$ cat config.mk
export PLATFORM = sky130hd
export DESIGN_NAME = touch_chord
export DESIGN_NICKNAME = d
export VERILOG_FILES = /design/src/rtl/touch_chord.sv
export SDC_FILE = /design/constraint.sdc
export NUM_CORES = 1
export LEC_CHECK = 0
export ABC_AREA = 1
export CAP_MARGIN = 0
export CELL_PAD_IN_SITES_DETAIL_PLACEMENT = 1
export CELL_PAD_IN_SITES_GLOBAL_PLACEMENT = 2
export CORE_MARGIN = 3
export CORE_UTILIZATION = 34
export CTS_BUF_LIST = sky130_fd_sc_hd__clkbuf_2
export DETAILED_ROUTE_END_ITERATION = 16
export PLACE_DENSITY = 0.8
export SETUP_SLACK_MARGIN = 0.5
export SLEW_MARGIN = 20
export SYNTH_ARGS = -nofsm -noshare
export SYNTH_HDL_FRONTEND = slang
export SYNTH_SLANG_ARGS = --single-unit
$ cat constraint.sdc
create_clock -name i_clk -period 1.55 [get_ports i_clk]
set_input_delay 0.31 -clock i_clk [delete_from_list [all_inputs] [get_ports i_clk]]
set_output_delay 0.31 -clock i_clk [all_outputs]
set_load 0.01 [all_outputs]
$ cat src/rtl/touch_chord.sv
`default_nettype none
// +----------------------------------------------------------------------------+
// | touch_chord: N-pad touch decoder (sync + debounce) emitting one chord event |
// | per gesture. Optional long-press flag: define TOUCH_CHORD_LONG_EN.          |
// | Rev 1.0                                                                    |
// +----------------------------------------------------------------------------+
module touch_chord #(
  parameter int N_PADS       = 2,
  parameter int DEBOUNCE_CYC = 480_000,
  parameter int LONG_CYC     = 48_000_000
) (
  input  logic              i_clk,
  input  logic              i_rst,
  input  logic [N_PADS-1:0] i_pad,
  output logic [N_PADS-1:0] o_state,
  output logic              o_busy,
  output logic              o_valid,
  output logic [N_PADS-1:0] o_code,
  output logic              o_long
);

  localparam int CNT_W = $clog2(DEBOUNCE_CYC + 1);
  localparam logic [CNT_W-1:0] CNT_LAST = CNT_W'(DEBOUNCE_CYC - 1);

  generate
    if (N_PADS < 1 || N_PADS > 8 || DEBOUNCE_CYC < 1 || LONG_CYC < 1) begin : g_param_check
      $error("touch_chord: parameter out of range");
    end
  endgenerate

  logic [N_PADS-1:0] sync1_q, sync2_q;
  logic [N_PADS-1:0] state_q, state_d;
  logic [CNT_W-1:0]  cnt_q [N_PADS];
  logic [CNT_W-1:0]  cnt_d [N_PADS];
  logic [N_PADS-1:0] w_pressed;

  assign w_pressed = ~sync2_q;

  // Integrating debounce: any sample equal to the accepted level restarts the count.
  always_comb begin
    state_d = state_q;
    for (int k = 0; k < N_PADS; k++) begin
      cnt_d[k] = cnt_q[k];
      if (w_pressed[k] == state_q[k]) begin
        cnt_d[k] = '0;
      end else if (cnt_q[k] == CNT_LAST) begin
        state_d[k] = w_pressed[k];
        cnt_d[k]   = '0;
      end else begin
        cnt_d[k] = cnt_q[k] + CNT_W'(1);
      end
    end
  end

  always_ff @(posedge i_clk or posedge i_rst) begin
    if (i_rst) begin
      sync1_q <= '1;
      sync2_q <= '1;
      state_q <= '0;
      for (int k = 0; k < N_PADS; k++) cnt_q[k] <= '0;
    end else begin
      sync1_q <= i_pad;
      sync2_q <= sync1_q;
      state_q <= state_d;
      for (int k = 0; k < N_PADS; k++) cnt_q[k] <= cnt_d[k];
    end
  end

  typedef enum logic [0:0] {IDLE = 1'b0, GESTURE = 1'b1} fsm_t;

  fsm_t              fsm_q, fsm_d;
  logic [N_PADS-1:0] acc_q, acc_d;
  logic [N_PADS-1:0] code_q, code_d;
  logic              valid_q, valid_d;

`ifdef TOUCH_CHORD_LONG_EN
  localparam int HOLD_W = $clog2(LONG_CYC + 1);
  localparam logic [HOLD_W-1:0] HOLD_MAX = HOLD_W'(LONG_CYC);
  localparam logic [HOLD_W-1:0] HOLD_ONE = HOLD_W'(1);
  logic [HOLD_W-1:0] hold_q, hold_d;
  logic              long_q, long_d;
`endif

  always_comb begin
    fsm_d   = fsm_q;
    acc_d   = acc_q;
    code_d  = code_q;
    valid_d = 1'b0;
`ifdef TOUCH_CHORD_LONG_EN
    hold_d  = hold_q;
    long_d  = long_q;
`endif
    case (fsm_q)
      IDLE: begin
        if (|state_q) begin
          fsm_d = GESTURE;
          acc_d = state_q;
`ifdef TOUCH_CHORD_LONG_EN
          hold_d = HOLD_ONE;
`endif
        end
      end
      GESTURE: begin
        if (|state_q) begin
          acc_d = acc_q | state_q;
`ifdef TOUCH_CHORD_LONG_EN
          if (hold_q < HOLD_MAX) hold_d = hold_q + HOLD_ONE;
`endif
        end else begin
          // acc always holds the first-press bits, so the emitted code is nonzero.
          valid_d = 1'b1;
          code_d  = acc_q;
          fsm_d   = IDLE;
`ifdef TOUCH_CHORD_LONG_EN
          long_d  = (hold_q >= HOLD_MAX);
`endif
        end
      end
      default: fsm_d = IDLE;
    endcase
  end

  always_ff @(posedge i_clk or posedge i_rst) begin
    if (i_rst) begin
      fsm_q   <= IDLE;
      acc_q   <= '0;
      code_q  <= '0;
      valid_q <= 1'b0;
`ifdef TOUCH_CHORD_LONG_EN
      hold_q  <= '0;
      long_q  <= 1'b0;
`endif
    end else begin
      fsm_q   <= fsm_d;
      acc_q   <= acc_d;
      code_q  <= code_d;
      valid_q <= valid_d;
`ifdef TOUCH_CHORD_LONG_EN
      hold_q  <= hold_d;
      long_q  <= long_d;
`endif
    end
  end

  assign o_state = state_q;
  assign o_busy  = (fsm_q == GESTURE);
  assign o_valid = valid_q;
  assign o_code  = code_q;
`ifdef TOUCH_CHORD_LONG_EN
  assign o_long  = long_q;
`else
  assign o_long  = 1'b0;
`endif

endmodule
`default_nettype wire

# Word level (Yosys, flattened, before mapping)
# Cells that the tools add are included.
# totals
ff_bits	50
input_bits	4
out_inout_bits	7
elab_cells	39
# op_classes
n_addsub	2
eq_ne	6
mux	10
bitwise	6
n_reduce_logical	5
# ops
cell	n
$mux 19	4
$add 19x1->19 const B	2
$eq 19x19->1 const B	2
$reduce_and 2->1	4
$mux 2	2
$not 1->1	4
$pmux 2 s2	1
$mux 1	3
$eq 1x1->1	2
$ne 2x1->1 const B	1
$ne 2x2->1 const B	1
$not 2->2	1
$or 2x2->2	1
$reduce_or 2->1	1

# Depth between registers and ports, before layout
# depth
depth_word	4
mapped_depth	8
ltp_nobuf	8

# Least setup slack after synthesis
# Ideal clock, no wire load.
# synth_timing
path_type	reg2reg
start	register cnt_q[19] (netlist bit)
end	register cnt_q[24] (netlist bit)
setup_time_ns	0.119
arrival_ns	1.224
required_ns	1.431
path_slack_ns	0.207
stages_incl_launch_ff	9
path_buffers	0
period_less_slack_ns	1.343
path_cell_list	dfrtp_1 ha_1 nand2_2 nor2_2 nand2_4 inv_2 nand3_4 nand2_4 nor2_1
# synth_rtl
element	line	text
from (decl)	33	logic [CNT_W-1:0] cnt_q [N_PADS];

==> flow_summary_export.csv <==
group,metric,value,unit
route,detail-route-antenna-nets,0,
grt,grt_use_total,17.00,%
floorplan,start_util,35.57,%
timing,final-hold-violation-count,0,
clocking,cts_tree,"built",
setup_path,cp_max_fo,4,
setup_path,crit_path_top_delay_cell,"dfrtp_1",
synth,synth.distinct_cells,30,
setup_path,path_cells,"buf_6, buf_6, nand2_4, nor2_4, nand2_8, nor2_4, xnor2_2, nor2_4",
synth,synth_area_leaders,"dfrtp_1 44%, nand2_1 10%, nor2_1 8.9%, inv_1 5.3%, nand3_1 4.2%",
timing,fin_worst_skew,0.04631,ns
clocking,clock-sinks,50,
floorplan,die_x,93.81,um
final_layout,stdcell_area,3771,sq um
route,viasPerCell,4.620,
timing,fin_crit,1.414,ns
grt,grt_max_degree,29,
timing,finalSetupViolations,0,
grt,grt_pass1_wl,11790,um
placed_design,port_buffers,9,
clocking,path_clk_slew,0.31,ns
worst_hold_path,hold_path_class,"in -> async",
grt,grt_pass1_vias,2374,
setup_path,critPathCaptureType,"flip-flop",
power_and_ir_drop,powerDensity,564.2,nW/um^2
clocking,htreeDepth,2,
timing,max_freq,707.4,MHz
final_layout,fin_nets,390,
final_layout,fin_util,51.17,%
synth,synth_top_area_share,43.91,%
route,drc,0,
route,first_pass_iters,4,
synth,synth_edf_count,0,
synth,synth_area_per_cell,8.141,sq um
timing,fin_crit_sh,91.21,%
final_layout,multi_input_area,1665,sq um
timing,slew_viol_final,0,
clocking,cts-root-buf,"clkbuf_2",
power_and_ir_drop,cellLeakagePower,1.682,nW
floorplan,io_pins,11,
clocking,hold_buffers,0,
synth,ys_ff_latch,50,
final_layout,register_area,1265,sq um
floorplan,core,7370,sq um
synth,synthArstFlopShare,100.0,%
synth,syn-cell-area,2621,sq um
timing,rsz0062_at_grt,"true",
floorplan,fp-row-count,31,
placed_design,hpwl,4579,um
grt,overflow,0,
final_layout,drive_above_1_share,47.27,%
setup_path,path_class,"reg -> reg",
outcome,status,"completed",
synth,synth_cells,322,
setup_path,cpPeakStageDelay,0.45,ns
floorplan,die-area,8799,sq um
route,num_vias,2236,
floorplan,die_h,93.81,um
grt,antenna_found_initial,0,
route,routed_wl,7125,um
placed_design,dpl-instance-area,2968,sq um
final_layout,syn2layout_area_growth,43.87,%
synth,synth-main-ff-cell,"dfrtp_1",
power_and_ir_drop,power.ir.vdd_worst,0.0002599,V
final_layout,antenna_cells,0,
route,drt_iter0_markers,57,
setup_path,cp.required,1.90,ns
synth,synth.net_count,328,
clocking,clock_path_buffers,2,
synth,synth_area_leader_cell,"dfrtp_1",
setup_path,critPathLaunchType,"flip-flop",
synth,ys.warnings.count,0,
timing,tns,0,ns
placed_design,gp_congestion,0.7492,
setup_path,crit_top_cell,"nor2_4",
setup_path,cp.arrival,1.77,ns
route,routedWlPerCell,14.72,um
final_layout,n_fill_cell,850,
clocking,clk_latency,0.47,ns
synth,synth-seq-area-share,47.92,%
clocking,numCtsBuffers,5,
job,maxCapViolCount,0,
## routing by layer
layer,share of wire (%),vias to the layer above,global-route usage [%],wire length (um)
li1,-,1115,-,-
met1,44,1096,21.32,3110
met2,53,18,30.10,3793
met3,1.8,7,2.724,129
met4,1.3,0,4.693,91
met5,0,-,0,0
## stage by stage
| step | cells | setup slack (ns) | total power, mW | hold slack (ns) |
|---|---|---|---|---|
| global placement | 433 | 0.1525 | 1.472 | 0.3465 |
| floorplan | 322 | 0.2504 | 1.433 | 0.3145 |
| detailed placement | 433 | 0.1051 | 1.475 | 0.3473 |
| finish | 484 | 0.1363 | 2.128 | 0.1613 |
| CTS | 466 | 0.1232 | 2.139 | 0.1336 |
| global route | 484 | 0.04824 | 2.228 | 0.1206 |
## cell type report
class / instances / area share (%)
Multi-Input combinational cell: 230 / 44.16
Sequential cell: 50 / 33.54
Timing Repair Buffer: 54 / 12.87
Inverter: 43 / 4.844
Tap cell: 99 / 3.285
Clock buffer: 5 / 0.6636
Clock inverter: 3 / 0.6304
## report_power, final
part	internal (mW)	total [mW]	switching, mW
Combinational	0.0794	0.177	0.0978
Clock	0.115	0.597	0.482
Sequential	1.33	1.35	0.0227
Total	1.53	2.13	0.602
## final timing paths
| path | from | depth (start not counted) | slack, ns | end |
|---|---|---|---|---|
| min in group i_clk | i_pad[0] | 1 | 0.20 | sync1_q[0] |
| worst min register to register | sync1_q[1] | 0 | 0.38 | sync2_q[1] |
| max in group asynchronous | i_rst | 3 | 1.02 | cnt_q[28] |
| worst max-delay path | cnt_q[23] | 8 | 0.14 | cnt_q[28] |
| worst min-delay path | i_rst | 3 | 0.16 | cnt_q[12] |
| worst max register to register | cnt_q[23] | 8 | 0.14 | cnt_q[28] |
## registers in the layout, indices dropped and copies added (netlist names)
register and flops:
cnt_q 38, acc_q 2, o_code 2, o_state 2, sync1_q 2, sync2_q 2
o_busy 1, o_valid 1
## worst max-delay path, delay by kind of cell, from the launching register on
family	cells	cell delay [ns]
xor+xnor	1	0.15
buf+inv	2	0.22
simple gates	5	0.50
flops	1	0.45
## cells in the mapped netlist (2+ instances only)
master and number:
a21oi_1 4, dfrtp_1 46, dfstp_2 4, ha_1 2, inv_1 37, inv_2 6, nand2_1 71, nand2_2 6
nand2_4 3, nand3_1 22, nand3_4 2, nor2_1 62, nor2_2 6, nor2_4 7, nor3_1 5, o21ai_0 6
o21ai_1 3, xnor2_1 12, xor2_1 7
## timing repair
item                                    in CTS  in global routing
endpoints found under the setup margin      48                 51
gates cloned                                 2                  0
pin swaps                                   24                 24
buffers inserted                            23                 18
gates resized for setup                     81                 54
## layout by cell type (no fill, tap or decap), drive strengths merged
| cell | netlist | routed |
|---|---|---|
| a31oi | 1 | 1 |
| nand3b | 1 | 1 |
| nand2 | 80 | 82 |
| nand3 | 25 | 25 |
| buf | 1 | 51 |
| a21oi | 4 | 4 |
| nor4 | 1 | 1 |
| clkbuf | 0 | 5 |
| conb | 1 | 1 |
| inv | 43 | 43 |
| xor2 | 7 | 7 |
| o21ai | 9 | 9 |
| nor3b | 2 | 2 |
| dfrtp | 46 | 46 |
| nor2 | 75 | 75 |
| and2 | 1 | 1 |
| ha | 2 | 2 |
| dfstp | 4 | 4 |
| clkdlybuf4s50 | 0 | 3 |
| nor3 | 5 | 5 |
| xnor2 | 13 | 13 |
| clkinvlp | 0 | 3 |
| nand4 | 1 | 1 |
## cell families (layout without fill, tap and decap cells)
logic type / after synthesis / in the layout / synth area share (%)
buffers and inverters: 44 / 105 / 6.444
flip-flops: 50 / 50 / 47.92
AO/OA/AOI/OAI: 14 / 14 / 2.721
XOR/XNOR: 20 / 20 / 6.969
AND/OR/NAND/NOR: 191 / 193 / 34.85
adder cells (fa/ha/maj): 2 / 2 / 0.9545
other: 1 / 1 / 0.1431
(Power assumes the default switching activity.)
